--- src/rtl/saes_pkg.sv ---
// Shared S-AES key-schedule definitions: round constants, FSM states and
// the nibble rotation used ahead of the S-box.
package saes_pkg;

  localparam logic [7:0] RCON1 = 8'h80;
  localparam logic [7:0] RCON2 = 8'h30;

  typedef enum logic [1:0] {
    IDLE  = 2'd0,
    EXP1  = 2'd1,
    EXP2  = 2'd2,
    READY = 2'd3
  } state_e;

  function automatic logic [7:0] rot_nib(input logic [7:0] w);
    return {w[3:0], w[7:4]};
  endfunction

endpackage

--- src/rtl/nibble_substitution.sv ---
// S-AES byte substitution: two independent 4-bit S-box lookups, forward
// when Encrypt=1 and inverse when Encrypt=0.
module nibble_substitution (
  input  logic       Encrypt,
  input  logic [7:0] In,
  output logic [7:0] Out
);

  function automatic logic [3:0] sbox(input logic enc, input logic [3:0] n);
    logic [3:0] r;
    r = '0;
    if (enc) begin
      case (n)
        4'h0: r = 4'h9;  4'h1: r = 4'h4;  4'h2: r = 4'hA;  4'h3: r = 4'hB;
        4'h4: r = 4'hD;  4'h5: r = 4'h1;  4'h6: r = 4'h8;  4'h7: r = 4'h5;
        4'h8: r = 4'h6;  4'h9: r = 4'h2;  4'hA: r = 4'h0;  4'hB: r = 4'h3;
        4'hC: r = 4'hC;  4'hD: r = 4'hE;  4'hE: r = 4'hF;  default: r = 4'h7;
      endcase
    end else begin
      case (n)
        4'h0: r = 4'hA;  4'h1: r = 4'h5;  4'h2: r = 4'h9;  4'h3: r = 4'hB;
        4'h4: r = 4'h1;  4'h5: r = 4'h7;  4'h6: r = 4'h8;  4'h7: r = 4'hF;
        4'h8: r = 4'h6;  4'h9: r = 4'h0;  4'hA: r = 4'h2;  4'hB: r = 4'h3;
        4'hC: r = 4'hC;  4'hD: r = 4'h4;  4'hE: r = 4'hD;  default: r = 4'hE;
      endcase
    end
    return r;
  endfunction

  always_comb begin
    Out = {sbox(Encrypt, In[7:4]), sbox(Encrypt, In[3:0])};
  end

endmodule

--- src/rtl/saes_key_sched.sv ---
// Sequential S-AES key scheduler: one shared S-box expands K1 then K2 over
// two cycles; keys are held in registers behind a round-indexed read port.
module saes_key_sched
  import saes_pkg::*;
(
  input  logic        clk,
  input  logic        rst_n,
  input  logic        key_valid,
  output logic        key_ready,
  input  logic [15:0] key_in,
  output logic        keys_valid,
  output logic        busy,
  input  logic        encrypt,
  input  logic [1:0]  rnd,
  output logic [15:0] rk
);

  state_e      state_q;
  logic [15:0] k0_q, k1_q, k2_q;
  logic        key_ready_q, keys_valid_q, busy_q;

  logic [7:0]  w_hi_src, w_lo_src, rcon;
  logic [7:0]  sbox_in, sbox_out;
  logic [15:0] kx_d;
  logic [1:0]  idx;
  logic        miss;

  // Both expansion steps share one datapath: EXP1 works on (w0,w1), EXP2 on (w2,w3).
  always_comb begin
    w_hi_src = k1_q[15:8];
    w_lo_src = k1_q[7:0];
    rcon     = RCON2;
    if (state_q == EXP1) begin
      w_hi_src = k0_q[15:8];
      w_lo_src = k0_q[7:0];
      rcon     = RCON1;
    end
    sbox_in    = rot_nib(w_lo_src);
    kx_d[15:8] = w_hi_src ^ rcon ^ sbox_out;
    kx_d[7:0]  = kx_d[15:8] ^ w_lo_src;
  end

  nibble_substitution u_sbox (
    .Encrypt (1'b1),
    .In      (sbox_in),
    .Out     (sbox_out)
  );

  assign miss = key_valid && ((state_q == IDLE) || (key_in != k0_q));

  always_ff @(posedge clk) begin
    if (!rst_n) begin
      state_q      <= IDLE;
      k0_q         <= '0;
      k1_q         <= '0;
      k2_q         <= '0;
      key_ready_q  <= 1'b1;
      keys_valid_q <= 1'b0;
      busy_q       <= 1'b0;
    end else begin
      case (state_q)
        IDLE, READY: begin
          if (miss) begin
            k0_q         <= key_in;
            keys_valid_q <= 1'b0;
            key_ready_q  <= 1'b0;
            busy_q       <= 1'b1;
            state_q      <= EXP1;
          end
        end
        EXP1: begin
          k1_q    <= kx_d;
          state_q <= EXP2;
        end
        EXP2: begin
          k2_q         <= kx_d;
          keys_valid_q <= 1'b1;
          key_ready_q  <= 1'b1;
          busy_q       <= 1'b0;
          state_q      <= READY;
        end
        default: begin
          state_q <= IDLE;
        end
      endcase
    end
  end

  assign key_ready  = key_ready_q;
  assign keys_valid = keys_valid_q;
  assign busy       = busy_q;

  // Decrypt order walks the schedule backwards; rnd=3 is out of range in both orders.
  always_comb begin
    idx = encrypt ? rnd : (2'd2 - rnd);
    rk  = '0;
    if (rnd != 2'd3) begin
      case (idx)
        2'd0:    rk = k0_q;
        2'd1:    rk = k1_q;
        2'd2:    rk = k2_q;
        default: rk = '0;
      endcase
    end
  end

endmodule

--- config.mk ---
export PLATFORM = sky130hd
export DESIGN_NAME = saes_key_sched
export DESIGN_NICKNAME = d
export VERILOG_FILES = /design/src/rtl/saes_pkg.sv /design/src/rtl/nibble_substitution.sv /design/src/rtl/saes_key_sched.sv
export SDC_FILE = /design/constraint.sdc
export NUM_CORES = 1
export LEC_CHECK = 0
export ABC_CLOCK_PERIOD_IN_PS = 8800
export CAP_MARGIN = 10
export CORE_ASPECT_RATIO = 1.2
export CORE_UTILIZATION = 30
export CTS_CLUSTER_DIAMETER = 150
export DETAILED_ROUTE_END_ITERATION = 10
export GPL_ROUTABILITY_DRIVEN = 0
export RECOVER_POWER = 50
export REMOVE_ABC_BUFFERS = 1
export SETUP_SLACK_MARGIN = 0.3
export SLEW_MARGIN = 10
export SYNTH_ARGS = -nofsm -noshare
export SYNTH_HDL_FRONTEND = slang
export SYNTH_SLANG_ARGS = --single-unit
export TNS_END_PERCENT = 30
--- constraint.sdc ---
create_clock -name clk -period 8.8 [get_ports clk]
set_input_delay 2.64 -clock clk [delete_from_list [all_inputs] [get_ports clk]]
set_output_delay 2.64 -clock clk [all_outputs]
set_load 0.03 [all_outputs]
==> results.toml <==
[clock_network]
cts_tree = "built"
clock_latency_ns = 0.29
cts_resized = 0
cts.sinks = 53
clk_path_buf_depth = 2
hold_buffers = 0
cts.clk_slew.worst_paths_ns = 0.06
cts_buffers = 5
root_buffer = "clkbuf_16"
htree_levels = 2
postCtsSetupBuffers = 0

[floorplanning]
die_x_um = 97.1
die_y_um = 116
rows = 41
initial_core_util_pct = 30.9
core-area_um2 = 10500
dieArea_um2 = 11300
top_level_ports = 41

[worst_setup_path]
cp-end-kind = "output port"
cp_data_arrival_time_ns = 5.09
startpoint_type = "input port"
critPathKind = "in -> out"
crit_fanout = 16
required_ns = 6.16
ff2ff_setup_slack_ns = 5.79

[route]
wl_per_cell_um = 15.9
wirelength_um = 8350
via_per_inst = 5.43
drt_iter0_markers = 213
ant_nets = 0
num_vias = 2844
drc = 0
first_pass_iters = 5

[finish]
fill_cells = 1080
drive_gt1_share_pct = 8.10
final_cell_mix = "nor2_1, dfxtp_1, clkdlybuf4s50_1"
final_common_cell = "nor2_1"
stdcell_count = 524
insertedDiodeCount = 0
syn2layout_area_growth_pct = 19.1
final_nets = 424
fin_util_pct = 36.8

[sta]
finalSetupViolations = 0
rsz0062_at_grt = "no"
finalHoldViolCount = 0
relSlewSlack_pct = 2.89
fin_setup_tns_ns = 0
fmax_ghz = 0.129
tightest_slew_ns = 1.44
final.min_clock_period_ns = 7.73
slew_violations = 0
whs_ns = 0.490
fin_worst_skew_ns = 0.00442
period_share_pct = 87.8

[grt]
grt_pass1_vias = 2723
grt_max_degree = 61
grt_pass1_wl_um = 13400
grt_overflow = 0
track_usage_pct = 15.1
antenna_found_initial = 0

[run]
drv_cap = 0

[logic_synthesis]
ys_dominant_reg_cell = "dfxtp_1"
async_reset_ff_share_pct = 0
syn_inst = 369
synth-seq-cells = 53
synth_area_per_cell_um2 = 8.82
synth_seq_area_share_pct = 32.6
netlist_area_um2 = 3250
yosysWarnings = 0
netlist-cell-type-count = 50
synth_edf_count = 0

[pwr]
p_total_mw = 1.42
power_density_nw_per_um2 = 367
p_leak_nw = 1.34
ir_drop_uv = 199

[place]
hpwl_um = 5740
io_buffers = 40
dp.cells = 517

[outcome]
outcome = "completed"

[hold_path]
min_path_type = "reg -> reg"
## area by class of cell
type / count / area (um2) / area share, %
Sequential cell: 53 / 1060 / 27.4
Multi-Input combinational cell: 281 / 2040 / 52.6
Inverter: 8 / 30.0 / 0.775
Tap cell: 129 / 161 / 4.17
Clock buffer: 7 / 143 / 3.68
Timing Repair Buffer: 46 / 442 / 11.4
## where the power goes
group          switching [mW]  internal (mW)  total (mW)  leakage, nW
clock                  0.0834          0.112       0.195       0.0700
sequential             0.0786          0.327       0.406        0.435
combinational           0.460          0.360       0.820        0.832
total                   0.622          0.799        1.42         1.34
## cell usage after synthesis, types with 2 or more instances
cell type	number	area [um2]
a211oi_1	16	120
a21boi_0	3	22.5
a21oi_1	15	75.1
a222oi_1	16	160
and3b_1	2	17.5
buf_2	5	25.0
clkbuf_1	19	71.3
dfxtp_1	53	1060
ha_1	7	87.6
inv_1	8	30.0
mux2_2	5	56.3
mux2_4	2	30.0
mux2i_1	31	310
mux2i_2	3	41.3
mux2i_4	2	45.0
nand2_1	7	26.3
nand3_1	11	55.1
nand3b_1	4	30.0
nand4_1	6	37.5
nor2_1	60	225
nor2b_1	4	25.0
nor3_1	9	45.0
nor4_1	2	12.5
o211ai_1	2	15.0
o21ai_0	17	85.1
o21ai_1	2	10.0
o22ai_1	3	18.8
xnor2_1	31	272
xnor2_2	3	48.8
## worst max-delay path, cell delays in order
cell and delay, ns:
clkdlybuf4s50_1 0.53, inv_1 0.06, ha_1 0.27, mux2i_1 0.16, nor2b_1 0.17, buf_4 0.26
a222oi_1 0.12, nor2_1 0.17, clkdlybuf4s50_1 0.69
## final timing paths
path                                 start       to  cells past startpoint
worst max-delay path                rnd[1]    rk[0]                      9
worst min-delay path               k2_q[9]  k2_q[9]                      2
worst max register to register  state_q[1]  k1_q[1]                      9
worst min register to register     k2_q[9]  k2_q[9]                      2
## state kept, by name, summed over array words and instances, names as in the netlist
register / count
key_ready: 1
k2_q: 16
k1_q: 16
busy: 1
keys_valid: 1
k0_q: 16
state_q: 2
## through the flow
stage | setup slack [ns] | cell area [um2]
2_1_floorplan | 1.86 | 3130
3_3_place_gp | 1.16 | 3740
3_5_place_dp | 1.11 | 3740
4_1_cts | 1.08 | 3880
5_1_grt | 0.904 | 3870
6_report | 1.07 | 3870
## cells by family (layout without fill, tap and decap cells)
group | after synthesis | count (layout) | synth area share (%)
flops | 53 | 53 | 32.6
xor+xnor | 35 | 35 | 10.1
mux | 43 | 43 | 14.8
simple gates | 112 | 112 | 16.3
buf+inv | 35 | 61 | 4.81
compound gates | 84 | 84 | 18.6
fa+ha+maj | 7 | 7 | 2.69
## layer usage
layer  vias to the layer above  share of wire, %  track usage [%]
met2                        76                48             26.5
met5                         -                 0                0
met1                      1356                45             17.8
li1                       1394                 -                -
met4                         0               2.6             7.16
met3                        18               4.5             2.90
Power figures use the tool's default switching activity.
